--- config.mk ---
export PLATFORM = sky130hd
export DESIGN_NAME = key_filter
export DESIGN_NICKNAME = d
export VERILOG_FILES = /design/src/rtl/key_filter_pkg.sv /design/src/rtl/key_sync_edge.sv /design/src/rtl/key_filter.sv
export SDC_FILE = /design/constraint.sdc
export NUM_CORES = 1
export LEC_CHECK = 0
export CAP_MARGIN = 15
export CORE_MARGIN = 1
export CORE_UTILIZATION = 50
export CTS_BUF_LIST = sky130_fd_sc_hd__clkbuf_4 sky130_fd_sc_hd__clkbuf_8
export CTS_CLUSTER_SIZE = 40
export DETAILED_ROUTE_END_ITERATION = 16
export DONT_BUFFER_PORTS = 1
export HOLD_SLACK_MARGIN = 0.15
export PLACE_DENSITY = 0.7
export SETUP_SLACK_MARGIN = 0.1
export SYNTH_ARGS = -nofsm -noshare
export SYNTH_HDL_FRONTEND = slang
export SYNTH_SLANG_ARGS = --single-unit
--- constraint.sdc ---
create_clock -name Clk -period 2.9 [get_ports Clk]
set_clock_uncertainty 0.2 [all_clocks]
set_input_delay 0.725 -clock Clk [delete_from_list [all_inputs] [get_ports Clk]]
set_output_delay 0.725 -clock Clk [all_outputs]
set_load 0.02 [all_outputs]
--- src/rtl/key_filter_pkg.sv ---
`default_nettype none
// +----------------------------------------------------------------------+
// | key_filter_pkg : shared state encoding and default window sizing      |
// | Rev 1.0                                                               |
// +----------------------------------------------------------------------+
package key_filter_pkg;

  localparam int CNT_MAX_DEF = 999_999;
  localparam int CNT_W_DEF   = 20;

  typedef enum logic [1:0] {
    IDLE    = 2'd0,
    FILTER0 = 2'd1,
    DOWN    = 2'd2,
    FILTER1 = 2'd3
  } state_t;

endpackage
`default_nettype wire

--- src/rtl/key_sync_edge.sv ---
`default_nettype none
// +----------------------------------------------------------------------+
// | key_sync_edge : two-flop synchroniser plus edge flop for a key line   |
// | Rev 1.0                                                               |
// +----------------------------------------------------------------------+
module key_sync_edge (
  input  logic i_clk,
  input  logic i_rst_n,
  input  logic i_key,
  output logic o_s2,
  output logic o_nedge,
  output logic o_pedge
);

  logic r_s1;
  logic r_s2;
  logic r_s2_d;

  // Idle level of a key is high, so all flops come out of reset at 1.
  always_ff @(posedge i_clk or negedge i_rst_n) begin
    if (!i_rst_n) begin
      r_s1   <= 1'b1;
      r_s2   <= 1'b1;
      r_s2_d <= 1'b1;
    end else begin
      r_s1   <= i_key;
      r_s2   <= r_s1;
      r_s2_d <= r_s2;
    end
  end

  assign o_s2    = r_s2;
  assign o_nedge = r_s2_d & ~r_s2;
  assign o_pedge = ~r_s2_d & r_s2;

endmodule
`default_nettype wire

--- src/rtl/key_filter.sv ---
`default_nettype none
// +----------------------------------------------------------------------+
// | key_filter : debounced press/release flag and stable key level       |
// | Rev 1.0                                                               |
// +----------------------------------------------------------------------+
module key_filter
  import key_filter_pkg::*;
#(
  parameter int CNT_MAX = CNT_MAX_DEF,
  parameter int CNT_W   = CNT_W_DEF
) (
  input  logic Clk,
  input  logic Rst_n,
  input  logic key_in,
  output logic key_flag,
  output logic key_state
);

  localparam logic [CNT_W-1:0] C_CNT_LAST = CNT_MAX[CNT_W-1:0];
  localparam logic [CNT_W-1:0] C_CNT_ONE  = {{(CNT_W-1){1'b0}}, 1'b1};

  logic w_s2;
  logic w_nedge;
  logic w_pedge;
  logic w_fall;
  logic w_rise;

  state_t           r_state;
  state_t           w_state_nxt;
  logic [CNT_W-1:0] r_cnt;
  logic [CNT_W-1:0] w_cnt_nxt;
  logic             r_key_flag;
  logic             w_key_flag_nxt;
  logic             r_key_state;
  logic             w_key_state_nxt;

  key_sync_edge u_sync (
    .i_clk   (Clk),
    .i_rst_n (Rst_n),
    .i_key   (key_in),
    .o_s2    (w_s2),
    .o_nedge (w_nedge),
    .o_pedge (w_pedge)
  );

  // Edges qualified by the synchronised level they lead to.
  assign w_fall = w_nedge & ~w_s2;
  assign w_rise = w_pedge & w_s2;

  always_ff @(posedge Clk or negedge Rst_n) begin
    if (!Rst_n) begin
      r_state     <= IDLE;
      r_cnt       <= '0;
      r_key_flag  <= 1'b0;
      r_key_state <= 1'b1;
    end else begin
      r_state     <= w_state_nxt;
      r_cnt       <= w_cnt_nxt;
      r_key_flag  <= w_key_flag_nxt;
      r_key_state <= w_key_state_nxt;
    end
  end

  always_comb begin
    w_state_nxt     = r_state;
    w_cnt_nxt       = '0;
    w_key_flag_nxt  = 1'b0;
    w_key_state_nxt = r_key_state;
    case (r_state)
      IDLE: begin
        if (w_fall) begin
          w_state_nxt = FILTER0;
        end
      end
      FILTER0: begin
        // An abort edge beats a completed window in the same cycle.
        if (w_rise) begin
          w_state_nxt = IDLE;
        end else if (r_cnt == C_CNT_LAST) begin
          w_state_nxt     = DOWN;
          w_key_flag_nxt  = 1'b1;
          w_key_state_nxt = 1'b0;
        end else begin
          w_cnt_nxt = r_cnt + C_CNT_ONE;
        end
      end
      DOWN: begin
        if (w_rise) begin
          w_state_nxt = FILTER1;
        end
      end
      FILTER1: begin
        if (w_fall) begin
          w_state_nxt = DOWN;
        end else if (r_cnt == C_CNT_LAST) begin
          w_state_nxt     = IDLE;
          w_key_flag_nxt  = 1'b1;
          w_key_state_nxt = 1'b1;
        end else begin
          w_cnt_nxt = r_cnt + C_CNT_ONE;
        end
      end
      default: begin
        w_state_nxt = IDLE;
      end
    endcase
  end

  assign key_flag  = r_key_flag;
  assign key_state = r_key_state;

endmodule
`default_nettype wire

# Word level (Yosys, flattened, before mapping)
# Cells that the tools add are included.
# op_classes
reduce_logical,4
n_eq_ne,12
mux,20
n_addsub,1
bitwise_logic,6
# ops
cell,count
20-bit two-way mux,3
20-bit case mux with 2 select lines,1
20-bit by 1-bit adder with 20-bit output (second input constant),1
20-bit equality test (second input constant),1
2-bit two-way mux,6
2-bit != test (second input constant),6
2-bit case mux with 4 select lines,1
1-bit two-way mux,7
3-bit != test (second input constant),2
5-bit AND reduction,1
1-bit AND,4
2-bit equality test (second input constant),2
1-bit case mux with 2 select lines,2
4-bit AND reduction,1
2-bit by 1-bit equality test with 1-bit output (second input constant),1
2-bit logical NOT,1
1-bit inverter,2
2-bit nonzero test,1
# totals
regBits,27
output_inout_bits,2
word_cells,50
inputBits,3

# Depth between registers and ports, before layout
# Gate-level depths: netlist of the first run.
# depth
word_depth,5
ltp_mapped,7
mapped_depth_nobuf,5

# Modules after synthesis
# Synthesis of the first run repeated with hierarchy kept, for this count alone.
# hier_totals
hier_cells,136
hier_area_um2,1358.8
# by_module_without_submodules
module,area_each_um2,seq_area_each_um2,instances,cells_per_inst
key_filter,1265.0,601.8,1,131
key_sync_edge,93.8,78.8,1,5

# Worst setup path before layout of the first run
# No wires, ideal clock.
# synth_path
path_kind,register to register
from,reg r_cnt[6]
to,"reg r_key_state, in the netlist key_state"
setup_slack_ps,744
period_less_slack_ps,2156
setup_ps,94
t_required_ps,2606
t_arrival_ps,1862
path_stages_with_launch,5
path_buffers,0
cell_sequence,dfrtp_1 > or4_4 > nor4_4 > a31oi_1 > or4b_1
# synth_between
elab_chain_len,3
elab_cells_between_ends,4
classes_between,3 x eq/ne; 1 x reduce/logical
# synth_lines
item,line,text
start: declaration,key_filter.sv:30,logic [CNT_W-1:0] r_cnt;
start signal: assignment,key_filter.sv:58,r_cnt <= w_cnt_nxt;
20-bit equality test *,"key_filter.sv:79, key_filter.sv:95",
2-bit != test (no source line),n/a,
5-bit AND reduction (no source line) *,n/a,
end signal: assignment,key_filter.sv:60,r_key_state <= w_key_state_nxt;
end: declaration,key_filter.sv:34,logic r_key_state;
# Every way passes the cells marked *; elsewhere a longest branch is shown, timed or not.
# A chain may end at the register's enable or synchronous reset.

# Worst setup path in the final report of the first run
# Ends and elaborated chain as after synthesis.

==> metrics.txt, run 1 <==
CTS sink cnt 27; drt drc 0; via count 988; Vias per Instance 5.92; syn_area_per_cell 10.1 µm²; top cells by area, synth dfrtp_1 (43%), dfstp_2 (7.8%), nor2_1 (4.7%), xnor2_1 (4.5%), xor2_1 (3.2%); r2r startpoint r_cnt[6]$_DFF_PN0_; Post-DRT Antenna Nets 0; # resized after CTS 0; worst setup path endpoint key_state$_DFFE_PN1P_; GRT Total Usage 19.7%; terminus of the critical flop-to-flop path key_state$_DFFE_PN1P_; Nets 142; Clock transition at path regs 130 ps; Placed Instance Area 1370 µm²; highest-delay cell along the critical path or4_4; top cells by count, synth dfrtp_1 (23), nor2_1 (17), o21ai_0 (7), xnor2_1 (7); Max Clk Rate 443 MHz; ratio of cells with drive above 1 in the final layout 11.7%; worst hold slack 170 ps; Required @ worst endpoint 2940 ps; crit path from r_cnt[6]$_DFF_PN0_; total CTS buffers 3; RSZ-0062 raised after global routing no; Register-to-Register Path Depth 4; crit path max fanout 6; WS Path Type reg2reg; CTS tree built; Avg WL per Cell 14.5 µm; Synth warnings 0; asr flop ratio synth 100%; Port Buffers 0; Pleak 0.557 nW; Final Instance Area 1430 µm²; Worst EP arrival 2300 ps; register bit total from synthesis 27; first-pass GRT wire length 4100 µm; Slew @ Worst Pin 638 ps; CTS max path bufs 2; starting density of the core 53.4%; main flop type after synthesis dfrtp_1; CTS Hold Buffers Added 2; sequential share of the synthesized area 50.5%; reg2reg setup slack 640 ps; fin crit period 2260 ps; initial antenna violation count 0; CP endpoint kind flop; Post-CTS Setup Bufs 0; setup TNS 0 ps; Detailed Route Iter0 Violations 25; antenna diode count 0; post-detail-place hpwl 1730 µm; Die Wd 53.9 µm; final setup fails 0; Max-Cap Viols 0; I/O Pins 5; Yosys top cell area share 42.7%; crit share post-route 77.9%; Area Growth Syn to Fin 6.13%; row cnt 18; CTS root buf clkbuf_4; Post-Syn Nets 137; PwrDens 419 nW/µm²; die area 2910 µm²; Skew-Pair Late Insertion Delay 320 ps; core box area 2520 µm²; HP Class reg2reg; Max stage delay on crit path 580 ps; Post-Syn Area 1350 µm²; Max Slew Vio Count 0; drt pass-1 iters 4; Routed WL 2420 µm; post-synthesis cell type count 32; Max VDD drop 0.000307 V; Cells after Synth 133; Synth area leader dfrtp_1; Post-synth EDFFs 0; CP Launch Type flop; GRT overflow 0; worst-path cell chain or4_4 > nor4_4 > a31oi_1 > or4b_1; most frequent cell after synthesis dfrtp_1; vias in the first global route 932; status completed; largest net degree at the start of global routing 28; GPL Wtd Cong 0.811; Worst slew margin 57.1%; Final Hold Vio Count 0; H-tree depth 1; Die Ht 53.9 µm
[state kept, by name, summed over array words and instances (netlist names)]
register / flops
key_flag: 1
key_state: 1
r_cnt: 20
r_state: 2
u_sync.o_s2: 1
u_sync.r_s1: 1
u_sync.r_s2_d: 1
[stage by stage]
step | worst slack (ps) | utilization, % | total power [mW] | cells
after floorplan | 744 | - | 0.424 | 133
after global placement | 706 | 54.3 | 0.427 | 161
after detailed placement | 644 | 54.3 | 0.429 | 161
after CTS | 638 | 56.7 | 0.607 | 167
after global routing | 550 | 56.7 | 0.623 | 167
final | 641 | 56.7 | 0.599 | 167
[cell type report]
cell class	count	area, µm²
multi-input cells	99	633
well taps	30	37.5
flip-flops and latches	27	681
inverters	5	18.8
fillers	212	1090
repair buffers	2	30.0
clock buffers	4	30.0
[power breakdown]
part	internal [mW]	total [mW]	switching [mW]
logic	0.0131	0.0363	0.0232
clock network	0.0631	0.166	0.103
registers	0.386	0.396	0.00950
[logic make-up after synthesis]
logic type	after synthesis	share of synthesized area, %
simple gates	67	30.3
buf+inv	7	2.51
xor+xnor	12	7.80
flops	27	50.5
compound gates	19	7.98
fa+ha+maj	1	0.928
[layout by cell type (no fill, tap or decap), types with 3 or more instances in the layout]
master / count
clkbuf_4: 4
nor2_1: 17
a31oi_1: 3
dfrtp_1: 23
or3_1: 6
nand2_1: 5
nand3_1: 6
xnor2_1: 7
inv_1: 5
dfstp_2: 4
nor3_1: 3
o21ai_0: 7
and4_2: 3
nand4_1: 6
a21oi_1: 6
nor4_1: 3
xor2_1: 5
[critical path, delay by kind of cell (launching register included)]
| kind | cells | cell delay, ps |
|---|---|---|
| AND/OR/NAND/NOR | 3 | 1430 |
| flip-flops | 1 | 450 |
| AO/OA/AOI/OAI | 1 | 120 |
[metal layers]
layer,wire length (µm),global-route usage (%),up-vias
li1,-,-,490
met1,1180,27.0,481
met2,1170,32.1,15
met3,62,3.39,2
met4,12,5.26,0
met5,0,0,-
[how the worst min path moves through the flow]
stage          cells after the start                    end  slack (ps)                   from
2_1_floorplan                      0  u_sync.o_s2$_DFF_PN1_         150  u_sync.r_s1$_DFF_PN1_
3_3_place_gp                       0  u_sync.o_s2$_DFF_PN1_         150  u_sync.r_s1$_DFF_PN1_
3_5_place_dp                       0  u_sync.o_s2$_DFF_PN1_         150  u_sync.r_s1$_DFF_PN1_
4_1_cts                            0  u_sync.o_s2$_DFF_PN1_         170  u_sync.r_s1$_DFF_PN1_
5_1_grt                            0  u_sync.r_s1$_DFF_PN1_         170                 key_in
6_report                           0  u_sync.o_s2$_DFF_PN1_         170  u_sync.r_s1$_DFF_PN1_
No activity file was read; power rests on OpenSTA's default activity.
==> run 2, diff against run 1 <==
- clock period: 2.9 -> 2.25 ns (I/O delays scaled with it)
==> metrics.txt, run 2 (synthesized netlist as in run 1, its figures left out) <==
setup ws final 123 ps; CTS tree built; first-pass GRT wire length 4000 µm; most frequent cells in the layout dfrtp_1 (23), nor2_1 (17), xnor2_1 (7), o21ai_0 (7); Die Wd 53.9 µm; status completed; HP Class reg2reg; Required @ worst endpoint 2300 ps; Final Hold Vio Count 0; GRT Total Usage 19.2%; initial antenna violation count 0; final setup fails 0; Port Buffers 0; Max Slew Vio Count 0; met1 wire length 1210 µm; Worst slew margin 74.1%; die area 2910 µm²; Vias per Instance 5.76; GPL Wtd Cong 0.780; Avg WL per Cell 14.3 µm; largest net degree at the start of global routing 28; # fillers 237; # resized after CTS 0; ratio of cells with drive above 1 in the final layout 15.3%; drt drc 0; Die Ht 53.9 µm; pre-CTS WS 74.9 ps; Max VDD drop 0.000403 V; CTS max path bufs 2; CTS sink cnt 27; fin crit period 2130 ps; I/O Pins 5; most common cell after layout, fill and taps aside dfrtp_1; WL met2 1230 µm; row cnt 18; biggest regs r_cnt x20, r_state x2; max reg flops 20; CP endpoint kind flop; Biggest register r_cnt; Area Growth Syn to Fin 10.0%; Detailed Route Iter0 Violations 10; Pleak 0.590 nW; Max-Cap Viols 0; crit path max fanout 6; Slew @ Worst Pin 387 ps; Clock transition at path regs 140 ps; post-detail-place hpwl 1740 µm; PwrDens 513 nW/µm²; CP Launch Type flop; vias in the first global route 948; DR top layer met4; H-tree depth 1; antenna diode count 0; crit share post-route 94.5%; GRT overflow 0; drt pass-1 iters 4; Post-DRT Antenna Nets 0; CTS root buf clkbuf_4; Worst EP arrival 2180 ps; routed length on met3 33 µm; Max Clk Rate 470 MHz; Nets 149; Skew-Pair Late Insertion Delay 320 ps; setup TNS 0 ps; starting density of the core 53.4%; total CTS buffers 3; RSZ-0062 raised after global routing yes; via count 1003; core box area 2520 µm²; WS Path Type reg2reg; Routed WL 2490 µm
-- run 2: power by group --
group,leakage (nW),switching [mW],internal (mW)
logic,0.213,0.0308,0.0178
clock network,0.0177,0.135,0.0664
registers,0.359,0.0127,0.498
-- run 2: repair_timing --
| action | in CTS | in global routing |
|---|---|---|
| hold buffers | 3 | 0 |
| pin swaps | 1 | 1 |
| setup endpoints to repair | 6 | 4 |
| buffers inserted | 0 | 2 |
| hold endpoints to repair | 28 | 0 |
-- run 2: worst max-delay path, cell delays in order (launching register included) --
cell and delay, ps:
dfrtp_1 450, or4_4 550, nor4_4 250, a31oi_1 130, or4b_1 480
-- run 2: path summary, 6_finish.rpt --
kind	cells past startpoint	to	slack, ps	from
worst min register to register	0	u_sync.o_s2$_DFF_PN1_	170	u_sync.r_s1$_DFF_PN1_
worst max register to register	4	key_state$_DFFE_PN1P_	120	r_cnt[10]$_DFF_PN0_
worst max-delay path	4	key_state$_DFFE_PN1P_	120	r_cnt[10]$_DFF_PN0_
max in group asynchronous	2	key_state$_DFFE_PN1P_	1130	Rst_n
min in group asynchronous	2	r_cnt[10]$_DFF_PN0_	490	Rst_n
worst min-delay path	0	u_sync.o_s2$_DFF_PN1_	170	u_sync.r_s1$_DFF_PN1_
-- run 2: through the flow --
step | cells | cell area (µm²) | power [mW] | hold WS (ps) | utilization, %
CTS | 172 | 1470 | 0.774 | 171 | 58.2
finish | 174 | 1480 | 0.761 | 171 | 58.8
global placement | 165 | 1400 | 0.550 | 67.6 | 55.5
global route | 174 | 1480 | 0.794 | 173 | 58.8
floorplan | 133 | 1350 | 0.547 | 66.9 | -
detailed placement | 165 | 1400 | 0.552 | 67.7 | 55.5
-- run 2: routing by layer --
layer	track usage [%]	up-vias
met2	32.9	6
met4	5.70	0
li1	-	503
met3	3.39	2
met5	0	-
met1	24.4	492
-- run 2: layout make-up --
type                    instances  area [µm²]  share of cell area, %
repair buffers                  9        85.1                   5.74
inverters                       5        18.8                   1.27
well taps                      30        37.5                   2.53
clock buffers                   3        22.5                   1.52
multi-input cells              99         633                   42.7
flip-flops and latches         27         681                   45.9
clock inverters                 1        5.00                  0.338
==> run 3, diff against run 2 <==
- GPL_TIMING_DRIVEN: unset -> 0
- PLACE_DENSITY: 0.7 -> 0.73
- clock period: 2.25 -> 1.95 ns (I/O delays scaled with it)
==> metrics.txt, run 3 (synthesized netlist as in run 1, its figures left out) <==
FF/Latch Area 681 µm²; Slew @ Worst Pin 404 ps; max reg flops 20; WS Path Type reg2reg; Die Wd 53.9 µm; drt pass-1 iters 4; Biggest register r_cnt; CTS max path bufs 2; CP Launch Type flop; area of the multi-input gates 709 µm²; Sw Pwr 226 µW; Max-Cap Viols 0; Logic pwr share 10.1%; Max Slew Vio Count 0; CTS sink cnt 27; CTS tree built; Area Growth Syn to Fin 22.2%; most frequent cells in the layout dfrtp_1 (23), nor2_1 (9), nor2_2 (8); Max VDD drop 0.000492 V; ratio of cells with drive above 1 in the final layout 31.1%; Routed WL 2760 µm; Hold EP u_sync.o_s2$_DFF_PN1_; min-delay src u_sync.r_s1$_DFF_PN1_; vias in the first global route 1021; Nets 156; CP endpoint kind flop; RSZ-0062 raised after global routing yes; Tot Pwr 924 µW; Post-DRT Antenna Nets 0; Avg WL per Cell 15.3 µm; # fillers 191; Detailed Route Iter0 Violations 20; I/O Pins 5; crit path max fanout 2; failing checks negative setup slack; status finished with violations; Worst slew margin 73.0%; setup ws final -185 ps; Clock transition at path regs 150 ps; clock share of power 26.0%; Register-to-Register Path Depth 4; Port Buffers 0; Pleak 0.630 nW; Max Clk Rate 468 MHz; hold depth 0; terminus of the critical flop-to-flop path key_state$_DFFE_PN1P_; crit share post-route 109%; via count 1072; Pint 698 µW; fin crit period 2130 ps; GRT overflow 0; PwrDens 561 nW/µm²; Seq pwr share 63.9%; Worst EP arrival 2180 ps; r2r startpoint r_cnt[10]$_DFF_PN0_; Required @ worst endpoint 2000 ps; starting density of the core 53.4%; Final Util 65.3%; antenna diode count 0; final setup fails 21; Die Ht 53.9 µm; Vias per Instance 5.92; GRT Total Usage 22.0%; total CTS buffers 3; initial antenna violation count 0; row cnt 18; largest net degree at the start of global routing 28; GPL Wtd Cong 0.807; H-tree depth 1; post-detail-place hpwl 1690 µm; drt drc 0; most common cell after layout, fill and taps aside dfrtp_1; reg2reg setup slack -180 ps; Switching Fraction 24.4%; biggest regs r_cnt x20, r_state x2; HP Class reg2reg; core box area 2520 µm²; first-pass GRT wire length 4550 µm; die area 2910 µm²; Final Hold Vio Count 0; CTS root buf clkbuf_4; Skew-Pair Late Insertion Delay 320 ps
## run 3: cell types whose count changed in the layout (fill, tap and decap cells not counted), sizes merged
cell,change
buf,+7
## run 3: worst max-delay path by stage
stage / start / endpoint / cells past startpoint
floorplan: r_cnt[13]$_DFF_PN0_ / key_state$_DFFE_PN1P_ / 4
global placement: r_cnt[13]$_DFF_PN0_ / key_state$_DFFE_PN1P_ / 4
detailed placement: r_cnt[13]$_DFF_PN0_ / key_state$_DFFE_PN1P_ / 4
CTS: r_cnt[13]$_DFF_PN0_ / key_state$_DFFE_PN1P_ / 4
global route: r_cnt[10]$_DFF_PN0_ / key_state$_DFFE_PN1P_ / 4
finish: r_cnt[10]$_DFF_PN0_ / key_state$_DFFE_PN1P_ / 4
## run 3: area by class of cell
type | instances | area share (%)
buffer | 2 | 1.60
timing repair buffer | 14 | 8.89
inverter | 5 | 1.14
sequential | 27 | 41.3
multi-input combinational | 99 | 43.1
clock inverter | 1 | 0.304
clock buffer | 3 | 1.37
tap | 30 | 2.28
## run 3: power groups by stage
stage	clock network, mW	logic [mW]	registers, mW
finish	0.240	0.0932	0.591
global route	0.267	0.105	0.593
CTS	0.248	0.0927	0.589
detailed placement	0	0.0484	0.599
global placement	0	0.0482	0.598
floorplan	0	0.0414	0.595
## run 3: through the flow
step           setup WS [ps]  TNS (ps)  hold slack (ps)  cell area [µm²]  instances
3_5_place_dp            -289     -3820            -7.12             1420        163
3_3_place_gp            -255     -3200            -7.15             1420        163
5_1_grt                 -244     -4520              172             1650        181
4_1_cts                 -252     -2930              167             1590        178
6_report                -185     -2790              168             1650        181
2_1_floorplan           -149     -1020            -8.09             1380        133
## run 3: repair_timing
item | CTS | global route
hold buffers | 3 | 0
gates cloned | 1 | 0
buffers inserted | 7 | 3
resized for setup | 15 | 6
hold endpoints to repair | 28 | 0
endpoints found under the setup margin | 22 | 23
pin swaps | 6 | 5
## run 3: metal layers
layer	global-route usage [%]	vias to the layer above	wire length, µm
met4	7.89	0	12
met1	28.6	527	1240
li1	-	517	-
met2	37.4	26	1420
met5	0	-	0
met3	2.54	2	91
## run 3: critical path: stages, from the launching register on
cell and delay (ps):
dfrtp_1 410, or4_4 560, nor4_4 240, a31oi_1 110
or4b_1 530
